`src/rtl/cgra_config_loader_if.sv`:
```
// Nibble command stream from the chip pins into the PE configuration loader.
// Latency: n/a (wires only).
// Backpressure: the loader drives in_ready; a nibble moves on a rising edge with in_valid && in_ready.
//
// Signals:
//   in_data  [3:0]  command/data nibble (master -> slave)
//   in_valid        in_data is valid     (master -> slave)
//   in_ready        slave can accept     (slave -> master)
interface cgra_config_loader_if;
   logic [3:0] in_data;
   logic       in_valid;
   logic       in_ready;

   modport master (output in_data, output in_valid, input in_ready);
   modport slave  (input in_data, input in_valid, output in_ready);
endinterface

```
`src/rtl/cgra_config_loader.sv`:
```
// Host-side PE array writer: decodes a nibble command stream into per-PE control words and run bursts.
// Latency: all outputs registered; ctrl_out commits one edge after the last config nibble, pe_en rises the cycle after the count nibble.
// Backpressure: in_ready is low during EXEC and for the single commit cycle; a stalled frame simply waits.
//
// Ports:
//   clock, reset        single clock, async active-low reset
//   in_if (slave)       nibble stream: in_data / in_valid / in_ready
//   ctrl_out            NUM_PE packed 8-bit control words, PE i at [8i+7:8i]
//   op0_out, op1_out    operands broadcast to every PE
//   pe_en               broadcast enable, high for exactly N cycles per burst
//   busy / done / err   status: not IDLE / end-of-burst pulse / illegal command pulse
module cgra_config_loader #(
   parameter int NUM_PE = 4,
   parameter int CNT_W  = 8   // run length is loaded as two nibbles, so this stays 8
) (
   input  logic                    clock,
   input  logic                    reset,
   cgra_config_loader_if.slave     in_if,
   output logic [8*NUM_PE-1:0]     ctrl_out,
   output logic [3:0]              op0_out,
   output logic [3:0]              op1_out,
   output logic                    pe_en,
   output logic                    busy,
   output logic                    done,
   output logic                    err
);

   localparam int IDX_W = $clog2(2*NUM_PE + 1);
   localparam int PE_W  = (NUM_PE > 1) ? $clog2(NUM_PE) : 1;
   // idx reaching this value marks the one-cycle commit phase of a CFG frame
   localparam logic [IDX_W-1:0] CFG_NIB = IDX_W'(2*NUM_PE);

   typedef enum logic [1:0] {IDLE, CFG, RUN_ARGS, EXEC} state_t;

   state_t                     state, state_nxt;
   logic [IDX_W-1:0]           idx, idx_nxt;
   logic [NUM_PE-1:0][7:0]     shadow, shadow_nxt;
   logic [8*NUM_PE-1:0]        ctrl_nxt;
   logic [3:0]                 op0_nxt, op1_nxt;
   logic [CNT_W-1:0]           cnt, cnt_nxt;
   logic                       pe_en_nxt, busy_nxt, done_nxt, err_nxt, rdy_nxt;
   logic                       accept;
   logic [PE_W-1:0]            pe_sel;

   assign accept = in_if.in_valid && in_if.in_ready;
   assign pe_sel = idx[PE_W:1];

   always_ff @(posedge clock or negedge reset) begin
      if (!reset) state <= IDLE;
      else        state <= state_nxt;
   end

   always_comb begin
      state_nxt  = state;
      idx_nxt    = idx;
      shadow_nxt = shadow;
      ctrl_nxt   = ctrl_out;
      op0_nxt    = op0_out;
      op1_nxt    = op1_out;
      cnt_nxt    = cnt;
      pe_en_nxt  = 1'b0;
      done_nxt   = 1'b0;
      err_nxt    = 1'b0;

      case (state)
         IDLE: begin
            if (accept) begin
               case (in_if.in_data)
                  4'h0: ;
                  4'h1: begin state_nxt = CFG;      idx_nxt = '0; end
                  4'h2: begin state_nxt = RUN_ARGS; idx_nxt = '0; end
                  default: err_nxt = 1'b1;
               endcase
            end
         end
         CFG: begin
            if (idx == CFG_NIB) begin
               // every shadow word is complete: publish them in one step
               ctrl_nxt  = shadow;
               state_nxt = IDLE;
            end else if (accept) begin
               if (!idx[0]) shadow_nxt[pe_sel][7:4] = in_if.in_data;
               else         shadow_nxt[pe_sel][3:0] = in_if.in_data;
               idx_nxt = idx + IDX_W'(1);
            end
         end
         RUN_ARGS: begin
            if (accept) begin
               idx_nxt = idx + IDX_W'(1);
               case (idx[1:0])
                  2'd0: op0_nxt = in_if.in_data;
                  2'd1: op1_nxt = in_if.in_data;
                  2'd2: cnt_nxt = {in_if.in_data, 4'h0};
                  default: begin
                     cnt_nxt = {cnt[7:4], in_if.in_data};
                     if (cnt_nxt == '0) begin
                        done_nxt  = 1'b1;
                        state_nxt = IDLE;
                     end else begin
                        pe_en_nxt = 1'b1;
                        state_nxt = EXEC;
                     end
                  end
               endcase
            end
         end
         EXEC: begin
            // cnt holds the number of enable cycles still to show, including this one
            cnt_nxt = cnt - CNT_W'(1);
            if (cnt == CNT_W'(1)) begin
               done_nxt  = 1'b1;
               state_nxt = IDLE;
            end else begin
               pe_en_nxt = 1'b1;
            end
         end
         default: state_nxt = IDLE;
      endcase

      busy_nxt = (state_nxt != IDLE);
      rdy_nxt  = (state_nxt != EXEC) && !((state_nxt == CFG) && (idx_nxt == CFG_NIB));
   end

   always_ff @(posedge clock or negedge reset) begin
      if (!reset) begin
         idx            <= '0;
         shadow         <= '0;
         ctrl_out       <= '0;
         op0_out        <= '0;
         op1_out        <= '0;
         cnt            <= '0;
         pe_en          <= 1'b0;
         busy           <= 1'b0;
         done           <= 1'b0;
         err            <= 1'b0;
         in_if.in_ready <= 1'b0;
      end else begin
         idx            <= idx_nxt;
         shadow         <= shadow_nxt;
         ctrl_out       <= ctrl_nxt;
         op0_out        <= op0_nxt;
         op1_out        <= op1_nxt;
         cnt            <= cnt_nxt;
         pe_en          <= pe_en_nxt;
         busy           <= busy_nxt;
         done           <= done_nxt;
         err            <= err_nxt;
         in_if.in_ready <= rdy_nxt;
      end
   end

endmodule

```
`src/flat_wrapper.sv`:
```
// flat-port wrapper written by rule: the top's interface ports become plain ports
module cgra_config_loader_flat 
#(
   parameter int NUM_PE = 4,
   parameter int CNT_W  = 8                                                          
)
  (clock, reset, ctrl_out, op0_out, op1_out, pe_en, busy, done, err, in_if_in_data, in_if_in_valid, in_if_in_ready);
  cgra_config_loader_if in_if_i ();
  input  logic clock;
  input  logic reset;
  output logic [8*NUM_PE-1:0] ctrl_out;
  output logic [3:0] op0_out;
  output logic [3:0] op1_out;
  output logic pe_en;
  output logic busy;
  output logic done;
  output logic err;
  input wire logic [$bits(in_if_i.in_data)-1:0] in_if_in_data;
  input wire logic [$bits(in_if_i.in_valid)-1:0] in_if_in_valid;
  output wire logic [$bits(in_if_i.in_ready)-1:0] in_if_in_ready;
  assign in_if_i.in_data = in_if_in_data;
  assign in_if_i.in_valid = in_if_in_valid;
  assign in_if_in_ready = in_if_i.in_ready;
  cgra_config_loader #(.NUM_PE(NUM_PE), .CNT_W(CNT_W)) u_core (.clock(clock), .reset(reset), .in_if(in_if_i), .ctrl_out(ctrl_out), .op0_out(op0_out), .op1_out(op1_out), .pe_en(pe_en), .busy(busy), .done(done), .err(err));
endmodule
```
`config.mk`:
```
export PLATFORM = sky130hd
export DESIGN_NAME = cgra_config_loader_flat
export DESIGN_NICKNAME = d
export VERILOG_FILES = /design/src/rtl/cgra_config_loader_if.sv /design/src/rtl/cgra_config_loader.sv /design/src/flat_wrapper.sv
export SDC_FILE = /design/constraint.sdc
export NUM_CORES = 1
export LEC_CHECK = 0
export ABC_AREA = 1
export ABC_CLOCK_PERIOD_IN_PS = 3000
export CORE_ASPECT_RATIO = 0.6
export CORE_MARGIN = 4
export CORE_UTILIZATION = 60
export DETAILED_ROUTE_END_ITERATION = 8
export DONT_BUFFER_PORTS = 1
export PLACE_DENSITY = 0.8
export SLEW_MARGIN = 5
export SYNTH_ARGS = -nofsm -noshare
export SYNTH_HDL_FRONTEND = slang
export SYNTH_SLANG_ARGS = --single-unit
```
`constraint.sdc`:
```
create_clock -name clock -period 3 [get_ports clock]
set_clock_uncertainty 0.05 [all_clocks]
set_input_delay 0.6 -clock clock [delete_from_list [all_inputs] [get_ports clock]]
set_output_delay 0.6 -clock clock [all_outputs]
set_load 0.05 [all_outputs]
```
Word-level counts from Yosys, hierarchy flattened
Cells that the tools add are included.
{ "totals": {"reg_bits": 91, "in_bits": 7, "elab_cells": 93} }
{ "classes": {"add_sub_neg": 2, "n_lt_le_gt_ge": 2, "eq_ne": 15, "muxes": 36, "bitwise": 1, "n_reduce_logical": 21} }
{ "op_table": {"columns": ["cell", "count"], "rows": [
  ["bitwise mux 32 bit", 2],
  ["demux 8 bit (select 2 bit)", 2],
  ["two-way mux 32 bit", 1],
  ["one-hot mux 8 bit (2 select lines)", 2],
  ["two-way mux 4 bit", 5],
  ["two-way mux 8 bit", 2],
  ["two-way mux 2 bit", 6],
  ["one-hot mux 4 bit (3 select lines)", 1],
  ["AND reduction 3 bit", 4],
  ["two-way mux 1 bit", 11],
  ["== test 4 bit, second input constant", 2],
  ["== test 8 x 1 -> 1 bit, second input constant", 1],
  ["logical NOT 8 bit", 1],
  ["one-hot mux 2 bit (4 select lines)", 1],
  ["subtractor 8 x 1 -> 8 bit, second input constant", 1],
  ["== test 2 x 1 -> 1 bit, second input constant", 3],
  ["== test 2 bit, second input constant", 3],
  ["OR reduction 3 bit", 2],
  ["adder 4 x 1 -> 4 bit, second input constant", 1],
  ["== test 4 x 1 -> 1 bit, second input constant", 1],
  ["== test 4 x 2 -> 1 bit, second input constant", 1],
  ["logical AND 1 bit", 4],
  ["logical NOT 2 bit", 2],
  ["logical NOT 4 bit", 1],
  ["12 further kinds", 17]
]} }

Logic depth before layout (Yosys ltp)
Gate-level depths: netlist (run 1).
{ "depth": {"word_depth": 9, "mapped_depth": 13, "depth_no_buf": 13} }

Least setup slack after synthesis (run 1)
OpenSTA, ideal clock, no wires.
{ "synth_path": {"path_type": "reg2reg", "start": "register u_core.in_if.in_ready", "end": "register u_core.in_if.in_ready", "setup_time_ns": 0.124, "t_arrival_ns": 1.549, "path_slack_ns": 1.277, "stages_incl_launch_ff": 12, "period_less_slack_ns": 1.723, "cell_sequence": "dfrtp_1 nand2_2 inv_1 nand2_1 nor2_2 nand2_1 nand2_1 o21ai_0 a21oi_1 nand2_1 nand2_1 nand2_1"} }
{ "synth_via": {"elab_chain_cells": 8} }
{ "synth_rtl": {"columns": ["element", "line_no", "source"], "rows": [
  ["start: declaration", "cgra_config_loader_if.sv:15", "modport slave (input in_data, input in_valid, output in_ready);"],
  ["start signal: assignment", "cgra_config_loader.sv:148", "in_if.in_ready <= rdy_nxt;"],
  ["logical AND 1 bit *", "cgra_config_loader.sv:45", "assign accept = in_if.in_valid && in_if.in_ready;"],
  ["two-way mux 4 bit", "cgra_config_loader.sv:81, cgra_config_loader.sv:88", null],
  ["two-way mux 4 bit", "cgra_config_loader.sv:77", "if (idx == CFG_NIB) begin"],
  ["one-hot mux 4 bit (3 select lines)", "cgra_config_loader.sv:65", "case (state)"],
  ["== test 4 bit", "cgra_config_loader.sv:121", "rdy_nxt = (state_nxt != EXEC) && !((state_nxt == CFG) && (idx_nxt == CFG_NIB));"],
  ["logical AND 1 bit", "cgra_config_loader.sv:121", null],
  ["logical NOT 1 bit", "cgra_config_loader.sv:121", null],
  ["logical AND 1 bit *", "cgra_config_loader.sv:121", null],
  ["via u_core.rdy_nxt", "cgra_config_loader.sv:41", "logic pe_en_nxt, busy_nxt, done_nxt, err_nxt, rdy_nxt;"]
]} }
The timed path passes the listed nets; every way through them passes the cells marked *.
A chain may end at the register's enable or synchronous reset.

Worst setup path in the final report (run 1)
{ "layout_path": {"start": "register u_core.idx[1]", "end": "register u_core.ctrl_out[12]"} }
{ "layout_via": {"elab_chain_cells": 2} }
{ "layout_rtl": {"columns": ["element", "line_no", "source"], "rows": [
  ["start: declaration", "cgra_config_loader.sv:36", "logic [IDX_W-1:0] idx, idx_nxt;"],
  ["start signal: assignment", "cgra_config_loader.sv:138", "idx <= idx_nxt;"],
  ["== test 4 bit", "cgra_config_loader.sv:77", null],
  ["AND reduction 2 bit (no line)", null, null],
  ["end signal: assignment", "cgra_config_loader.sv:140", "ctrl_out <= ctrl_nxt;"],
  ["end: declaration", "cgra_config_loader.sv:19", "output logic [8*NUM_PE-1:0] ctrl_out,"]
]} }
No other way between the ends.

==> results by group, run 1 <==
Synth
  • Ranking of synthesized cells by area: dfrtp_1 (58%), nand2_1 (18%), o21ai_0 (5.1%), nand3_1 (2.3%), ha_1 (2.2%)
  • Primary FF master, synth: dfrtp_1
  • Post-synthesis cell type count: 31
  • Sequential share of the synthesized area: 58.1%
  • Yosys warning count: 0
  • Share of the synthesized area in the top cell type: around three fifths
  • Post-synth top cells: nand2_1 (186), dfrtp_1 (91), o21ai_0 (40), inv_1 (22), nor2_1 (19)
  • Net Count, Synth: 464
  • Yosys top cell by area: dfrtp_1
  • Count leader, synth: nand2_1
  • Flip-flop and latch count after synthesis: 91
  • Synthesized cell area: 0.00392 mm2
  • Post-synth EDFFs: 0
  • Avg Synthesized Cell Area: 8.71 um2
  • Asr flop ratio synth: 100%
  • Mapped Cells: 450

Timing
  • Fmax: between 0.4 and 0.5 GHz
  • Slew HR: around two thirds
  • RSZ-0062 raised after global routing: false
  • Slew @ Worst Pin: 0.524 ns
  • Final TNS setup: 0 ns
  • Fin crit share: 70.7%
  • Tmin final: 2.12 ns
  • Final Hold Fails: 0
  • WHS: 0.0922 ns
  • Slew Viols, Final: 0
  • Setup-failing EPs final: 0

Clocking
  • Post-CTS setup buffer count: 0
  • Post-CTS Hold Fix Bufs: 1
  • CTS tree: built
  • Clock root buffer: clkbuf_8
  • # clock sinks: 91
  • Post-cts resize count: 0
  • Longest Clk Path Bufs: 2
  • CTS H-Tree Depth: 3
  • Total CTS buffers: 9
  • Worst-path clk slew: roughly 0.1 ns
  • Worst-Skew Late Latency: 0.35 ns

Worst setup path
  • Worst Setup Path Type: flop to flop
  • Critical Path Fanout Max: 33
  • R2r setup slk: 0.88 ns
  • Crit-path slowest cell: dfrtp_1
  • Critical Path AT: 2.30 ns
  • Max incr delay on CP: 0.48 ns
  • CP startpoint kind: flop
  • CP cell instances: inv_1 > ha_1 > nand3_4 > nor2_4 > buf_4 > inv_1 > buf_4 > nand2_1 > nand2_1
  • WP data required: approximately 3.2 ns
  • Worst Setup End Kind: flop

Power and ir drop
  • Tot Pwr: 2.13 mW
  • Max rail drop VDD: about 0.33 mV
  • Power Density: between 500 and 600 mW/mm2
  • Leak Pwr: 2.13 nW

Route
  • 1st-pass router iterations: 5
  • DRT Wirelength: 8330 um
  • Routed vias: about 3000
  • Drt drc: 0
  • Post-DRT Antenna Nets: 0
  • WL/cell: approximately 15 um
  • First DRT Iteration DRCs: 355
  • Vias/cell: 5.46

Finish
  • Number of diodes: 0
  • Nets@finish: 468
  • Area of the multi-input gates: 0.00149 mm2
  • Filler cells: between 500 and 600
  • Fraction of layout cells with a size suffix above 1: 8.93%
  • Area delta synth->final: 7.91%
  • Final Core Density: 68.0%
  • Register area: 0.00228 mm2

Floorplanning
  • DIE WIDTH: 112 um
  • Ports: 52
  • Initial Utilization: 63.0%
  • Die height: ~71 um
  • Die ar.: 0.00794 mm2
  • Area of the core: 0.00622 mm2
  • Row cnt: 22

GRT
  • Vias in the first global route: a little under 3000
  • GR peak layer: met1
  • Met2 Usage GRT: 31.3%
  • Largest net degree at the start of global routing: 92
  • Met1 usage: roughly a third
  • First-pass GRT wire length: roughly 14000 um
  • Met3 usage: between 7 and 8%
  • Gr usage total: 22.3%
  • Initial antenna violation count: 0
  • GRT overflow: 0

Place
  • Post-DP HPWL: around 5700 um
  • GP Congestion: 0.899
  • Buffers added on ports: 0

Run status
  • Status: finished clean

Hold path
  • Hold/Removal Path Class: input pin to async pin

Run
  • Max-cap violations: 0
## metrics by stage
step                area (um2)  std cells  setup WS (ns)
finish                    4230        543          0.879
global route              4230        543          0.695
CTS                       4230        543          0.864
detailed placement        4000        526          0.875
global placement          4000        526          0.876
floorplan                 3920        450           1.28
## logic make-up after synthesis
family | Yosys count | synth area share (%)
flip-flops | 91 | 58.1
AO/OA/AOI/OAI | 71 | 9.54
adder cells (fa/ha/maj) | 7 | 2.23
buffers and inverters | 38 | 4.02
AND/OR/NAND/NOR | 242 | 25.9
XOR/XNOR | 1 | 0.223
## cell usage in the layout, fill, tap and decap left out, types with 2 or more instances in the layout
master and count:
a21oi_1 6, a31oi_1 3, buf_4 4, clkbuf_8 9, clkinv_4 2, dfrtp_1 91
ha_1 7, inv_1 22, inv_2 4, inv_6 2, nand2_1 186, nand2_2 6
nand3_1 18, nor2_1 19, nor2_2 3, nor2_4 2, nor3_1 2, o21ai_0 40
o21ai_1 16
## layout make-up
cell class	instances	share of cell area [%]
Clock buffer	9	2.93
Clock inverter	7	1.98
Inverter	26	2.31
Multi-Input combinational cell	321	35.1
Sequential cell	91	53.8
Tap cell	84	2.48
Timing Repair Buffer	5	1.36
## flip-flops by register name, summed over array words and instances, names as in the netlist
signal / cells
u_core.ctrl_out: 32
u_core.shadow: 32
u_core.cnt: 8
u_core.idx: 4
u_core.op0_out: 4
u_core.op1_out: 4
u_core.state: 2
u_core.busy: 1
u_core.done: 1
u_core.err: 1
u_core.in_if.in_ready: 1
u_core.pe_en: 1
## path summary, 6_finish.rpt
path | end | cells after the start | start
worst max register to register | u_core.ctrl_out[12] | 9 | u_core.idx[1]
worst min-delay path | u_core.shadow[26] | 1 | reset
max in group asynchronous | u_core.op0_out[3] | 1 | reset
worst max-delay path | u_core.ctrl_out[12] | 9 | u_core.idx[1]
min in group clock | u_core.cnt[3] | 2 | in_if_in_data[3]
worst min register to register | u_core.ctrl_out[31] | 2 | u_core.shadow[31]
## worst max-delay path, delay by kind of cell (launching register included)
kind	cells	cell delay (ns)
adder cells (fa/ha/maj)	1	0.26
buffers and inverters	4	0.80
flip-flops	1	0.48
AND/OR/NAND/NOR	4	0.40
## power by group
group	internal [mW]	switching, mW
combinational	0.00640	0.0368
sequential	1.23	0
clock	0.400	0.457
total	1.63	0.494
## routing by layer
layer	part of all wire (%)	up-vias
met5	0	-
met4	0.41	0
met3	10	6
met2	41	122
met1	48	1391
li1	-	1444
No activity file was read; power rests on OpenSTA's default activity.
==> run 2, diff against run 1 <==
--- a/config.mk
+++ b/config.mk
@@ -6,7 +6,7 @@
 export NUM_CORES = 1
 export LEC_CHECK = 0
 export ABC_AREA = 1
-export ABC_CLOCK_PERIOD_IN_PS = 3000
+export ABC_CLOCK_PERIOD_IN_PS = 2200
 export CORE_ASPECT_RATIO = 0.6
 export CORE_MARGIN = 4
 export CORE_UTILIZATION = 60
==> constraint.sdc (replaced) <==
create_clock -name clock -period 2.2 [get_ports clock]
set_clock_uncertainty 0.05 [all_clocks]
set_input_delay 0.44 -clock clock [delete_from_list [all_inputs] [get_ports clock]]
set_output_delay 0.44 -clock clock [all_outputs]
set_load 0.05 [all_outputs]
==> run 2 against run 1 <==
Net effect: clock power grew 32%; core utilization grew 0.16 points; cell count grew 0.92%; critical path type unchanged; global-route usage shrank 0.13 points; worst hold slack lost 0.38 ns; power grew 33%; sequential cell count is the same; critical endpoint is now u_core.ctrl_out[15]; final area grew 0.24%; the flow now finishes with violations (hold timing); critical path depth is the same.
==> results by group, run 2 (same netlist as run 1, synthesis figures left out) <==
Worst setup path
  • Worst Setup Path Type: flop to flop
  • WP data required: 2.39 ns
  • Worst Setup End Kind: flop
  • Critical Path AT: ~2 ns
  • Critical Path Fanout Max: 15
  • CP startpoint kind: flop

Finish
  • Most common cell after layout, fill and taps aside: nand2_1
  • Nets@finish: 473
  • Top flop regs: u_core.ctrl_out x32, u_core.shadow x32, u_core.cnt x8
  • Area delta synth->final: 8.17%
  • Most frequent cells in the layout: nand2_1 (186), dfrtp_1 (91), o21ai_0 (40)
  • Number of diodes: 0
  • Fraction of layout cells with a size suffix above 1: just under 10%

GRT
  • First-pass GRT wire length: roughly 14000 um
  • Gr usage total: 22.1%
  • GRT overflow: 0
  • Vias in the first global route: 2811
  • Initial antenna violation count: 0
  • Largest net degree at the start of global routing: 92

Timing
  • Slew Viols, Final: 0
  • Tmin final: 1.79 ns
  • Fmax: 0.558 GHz
  • Final TNS setup: 0 ns
  • RSZ-0062 raised after global routing: false
  • Post-route setup slack: 0.408 ns
  • Fin crit share: between 80% and 90%
  • Final Hold Fails: a little over 90
  • Setup-failing EPs final: 0
  • Slew HR: around 66%
  • Slew @ Worst Pin: 0.515 ns
  • WHS: -0.286 ns

Route
  • WL/cell: 15.1 um
  • DRT Wirelength: 8280 um
  • Post-DRT Antenna Nets: 0
  • Drt drc: 0
  • Met3 wire len: around 850 um
  • First DRT Iteration DRCs: 296
  • Metal-1 WL: 4080 um
  • Routed vias: slightly below 3000
  • Vias/cell: 5.43
  • Max layer used: met4
  • 1st-pass router iterations: 6
  • Met2 WL: roughly 3300 um

Clocking
  • Total CTS buffers: 9
  • Worst-path clk slew: about 0.090 ns
  • Longest Clk Path Bufs: 2
  • Post-cts resize count: 0
  • Worst-Skew Late Latency: 0.36 ns
  • Post-CTS setup buffer count: 0
  • Clock root buffer: clkbuf_8
  • CTS tree: built
  • # clock sinks: 91
  • CTS H-Tree Depth: 3

Run
  • Max-cap violations: 0

Floorplanning
  • Die height: 70.6 um
  • Row cnt: 22
  • DIE WIDTH: 112 um
  • Area of the core: between 0.006 and 0.007 mm2
  • Die ar.: 0.00794 mm2
  • Initial Utilization: 63.0%
  • Ports: between 50 and 60

Place
  • Pre-CTS WS: 0.408 ns
  • Buffers added on ports: 0
  • GP Congestion: 0.976
  • Post-DP HPWL: 5690 um

Hold path
  • Hold/Removal Path Class: input pin to async pin

Run status
  • Failing checks: hold timing
  • Status: complete, but fails checks

Power and ir drop
  • Tot Pwr: roughly 2.8 mW
  • Power Density: 665 mW/mm2
  • Max rail drop VDD: slightly below 0.4 mV
  • Leak Pwr: 2.14 nW
[run 2: cell types whose count changed in the layout (fill, tap and decap cells not counted)]
cell	change
inv_8	-1
buf_16	-1
buf_4	+6
clkinvlp_4	+1
inv_6	-1
clkinv_2	+1
[run 2: per-stage QoR]
stage	utilization, %	cells	area, um2
detailed placement	65.0	532	4040
finish	68.2	548	4240
global placement	65.0	532	4040
global route	68.2	548	4240
floorplan	-	450	3920
CTS	68.2	548	4240
[run 2: layer usage]
| metal | GRT usage [%] | vias up |
|---|---|---|
| li1 | - | 1458 |
| met1 | 33.8 | 1396 |
| met2 | 30.0 | 115 |
| met3 | 8.89 | 7 |
| met4 | 4.53 | 0 |
| met5 | 0 | - |
[run 2: worst max-delay path, stage by stage (launching register included)]
cell     delay [ns]
dfrtp_1        0.39
inv_1          0.11
ha_1           0.24
nand3_4        0.12
nor2_4         0.15
buf_4          0.21
inv_1          0.07
buf_4          0.19
nand2_1        0.07
nand2_1        0.08
[run 2: worst paths after layout]
path / from / to / slack [ns] / depth (start not counted)
setup / recovery: u_core.idx[1] / u_core.ctrl_out[15] / 0.41 / 9
hold / removal: reset / u_core.ctrl_out[31] / -0.29 / 0
setup reg to reg: u_core.idx[1] / u_core.ctrl_out[15] / 0.41 / 9
hold reg to reg: u_core.shadow[22] / u_core.ctrl_out[22] / 0.43 / 2
max in group asynchronous: reset / u_core.idx[0] / 2.23 / 0
min in group clock: in_if_in_data[3] / u_core.cnt[3] / 0.21 / 2
[run 2: cell type report]
| type | instances | area, um2 |
|---|---|---|
| Clock buffer | 9 | 124 |
| Clock inverter | 7 | 76.3 |
| Fill cell | 504 | 1980 |
| Inverter | 26 | 97.6 |
| Multi-Input combinational cell | 321 | 1490 |
| Sequential cell | 91 | 2280 |
| Tap cell | 84 | 105 |
| Timing Repair Buffer | 10 | 75.1 |
[run 2: where the power goes]
part | internal (mW) | switching (mW) | leakage [nW]
combinational | 0.00352 | 0.0193 | 0.818
sequential | 1.67 | 0 | 1.23
clock | 0.530 | 0.596 | 0.0958
==> run 3, diff against run 2 <==
--- a/config.mk
+++ b/config.mk
@@ -6,7 +6,7 @@
 export NUM_CORES = 1
 export LEC_CHECK = 0
 export ABC_AREA = 1
-export ABC_CLOCK_PERIOD_IN_PS = 2200
+export ABC_CLOCK_PERIOD_IN_PS = 1650
 export CORE_ASPECT_RATIO = 0.6
 export CORE_MARGIN = 4
 export CORE_UTILIZATION = 60
==> constraint.sdc (replaced) <==
create_clock -name clock -period 1.65 [get_ports clock]
set_clock_uncertainty 0.05 [all_clocks]
set_input_delay 0.33 -clock clock [delete_from_list [all_inputs] [get_ports clock]]
set_output_delay 0.33 -clock clock [all_outputs]
set_load 0.05 [all_outputs]
==> run 3 against run 2 <==
Net effect: the run still ends with hold timing left; cell count increased by 3.8%; clock-buffer cell count increased by 2; clock power is 28% higher; sequential cell count did not move; die area stayed put.
==> results by group, run 3 (same netlist as run 1, synthesis figures left out) <==
Run status
  • Status: complete, but fails checks
  • Failing checks: hold timing

Timing
  • Slew @ Worst Pin: 0.496 ns
  • Tmin final: between 1.5 and 2 ns
  • RSZ-0062 raised after global routing: true
  • Slew HR: 66.9%
  • Setup-failing EPs final: 0
  • Fin crit share: a little over nine tenths
  • Final TNS setup: 0 ns
  • WHS: -0.402 ns
  • Fmax: 0.613 GHz
  • Final Hold Fails: 91
  • Slew Viols, Final: 0

Floorplanning
  • Row cnt: 22
  • Ports: 52
  • Area of the core: 0.00622 mm2
  • DIE WIDTH: 112 um
  • Initial Utilization: 63.0%
  • Die ar.: 0.00794 mm2
  • Die height: between 70 and 80 um

Clocking
  • Worst-Skew Late Latency: 0.36 ns
  • CTS H-Tree Depth: 3
  • Longest Clk Path Bufs: 2
  • Total CTS buffers: 9
  • # clock sinks: 91
  • CTS tree: built
  • Clock root buffer: clkbuf_8
  • Worst-path clk slew: 0.10 ns

Route
  • First DRT Iteration DRCs: 342
  • 1st-pass router iterations: 4
  • DRT Wirelength: 8960 um
  • Drt drc: 0
  • Post-DRT Antenna Nets: 0
  • WL/cell: roughly 16 um
  • Routed vias: 3100
  • Vias/cell: 5.45

Finish
  • Fraction of layout cells with a size suffix above 1: 20.0%
  • Post-route cell area: 0.00455 mm2
  • Post-route non-filler standard cell count: 569
  • Most frequent cells in the layout: nand2_1 (174), dfrtp_1 (90), o21ai_0 (37)
  • Number of diodes: 0
  • Most common cell after layout, fill and taps aside: nand2_1
  • Area delta synth->final: 16.0%
  • Nets@finish: 494
  • Final Core Density: 73.1%
  • Filler cells: about 480
  • Top flop regs: u_core.ctrl_out x32, u_core.shadow x32, u_core.cnt x8

Worst setup path
  • R2r setup slk: 0.02 ns
  • Critical Path Fanout Max: 7
  • Worst Setup End Kind: flop
  • Critical Path AT: 1.82 ns
  • Crit Reg-Reg Startpoint: u_core.idx[0]
  • Worst Setup Path Type: flop to flop
  • Reg-to-Reg End: u_core.cnt[7]
  • Reg2reg path depth: 10
  • WP data required: 1.84 ns
  • CP startpoint kind: flop

Power and ir drop
  • Tot Pwr: ~3.7 mW
  • Max rail drop VDD: around 0.41 mV
  • Reg power frac: about three fifths
  • Internal power: 2.85 mW
  • Leak Pwr: around 2.3 nW
  • Comb pwr share: 1.1%
  • Power Density: 817 mW/mm2
  • Switching Power: 0.864 mW
  • Net switching fraction of the power: a little under a quarter
  • Clk pwr share: between 30% and 40%

Place
  • GP Congestion: between 0.8 and 0.9
  • Buffers added on ports: 0
  • Post-DP HPWL: a little over 6000 um
  • Placed cell area: roughly 0.0042 mm2
  • Placed Cells incl. Taps: 545

GRT
  • Largest net degree at the start of global routing: 92
  • Initial antenna violation count: 0
  • First-pass GRT wire length: 14600 um
  • Vias in the first global route: ~3000
  • GRT overflow: 0
  • Gr usage total: around a quarter

Hold path
  • Hold/Removal Path Class: input pin to async pin

Run
  • Max-cap violations: 0
## run 3: cell count changes in the layout (fill, tap and decap cells not counted), sizes merged
| cell | delta |
|---|---|
| clkinv | -2 |
| bufinv | -1 |
| inv | +1 |
| clkbuf | +2 |
| buf | +21 |
## run 3: worst max path at each step
stage	start	endpoint	slack (ns)	depth (start not counted)
6_report	u_core.idx[0]	u_core.cnt[7]	0.02	10
5_1_grt	u_core.cnt[5]	u_core.busy	-0.08	8
4_1_cts	u_core.in_if.in_ready	u_core.shadow[10]	-0.03	7
3_5_place_dp	u_core.idx[0]	u_core.cnt[7]	-0.1	11
3_3_place_gp	u_core.idx[0]	u_core.cnt[7]	-0.08	11
2_1_floorplan	u_core.idx[0]	u_core.shadow[13]	0.005	8
## run 3: timing repair
| action | CTS | global route |
|---|---|---|
| buffers inserted | 0 | 8 |
| hold endpoints to repair | 91 | 91 |
| gates resized for setup | 4 | 43 |
| endpoints found under the setup margin | 10 | 75 |
| pin swaps | 1 | 17 |
## run 3: per-stage QoR
step | hold WS [ns] | setup slack [ns]
5_1_grt | -0.423 | -0.0789
2_1_floorplan | -0.0156 | 0.00477
3_3_place_gp | -0.0131 | -0.0759
4_1_cts | -0.411 | -0.0315
3_5_place_dp | -0.0134 | -0.0963
6_report | -0.402 | 0.0194
## run 3: cell type report
class	count	area [um2]	area share, %
Clock buffer	11	141	3.11
Clock inverter	5	45.0	0.990
Inverter	26	101	2.23
Multi-Input combinational cell	321	1620	35.5
Sequential cell	91	2280	50.1
Tap cell	84	105	2.31
Timing Repair Buffer	31	260	5.72
## run 3: per-layer routing
metal | global-route usage [%] | vias to the layer above | part of all wire, % | wire (um)
met4 | 6.00 | 0 | 0.76 | 68
met2 | 33.9 | 123 | 43 | 3850
li1 | - | 1493 | - | -
met3 | 8.12 | 6 | 9.6 | 857
met1 | 33.8 | 1478 | 47 | 4190
met5 | 0 | - | 0 | 0
## run 3: power groups by stage
stage          logic (mW)  clock network, mW  registers (mW)
6_report           0.0412               1.45            2.23
4_1_cts            0.0384               1.46            2.23
3_3_place_gp       0.0388                  0            2.27
2_1_floorplan      0.0173                  0            2.27
5_1_grt            0.0435               1.56            2.23
3_5_place_dp       0.0380                  0            2.27
## run 3: worst max-delay path, stage by stage, from the launching register on
cell	delay, ns
dfrtp_1	0.39
buf_4	0.18
ha_2	0.21
nor2_4	0.12
nand2_1	0.05
nand2_1	0.06
nand2_2	0.11
inv_2	0.10
nand3_1	0.09
nand2_1	0.07
o21ai_0	0.08
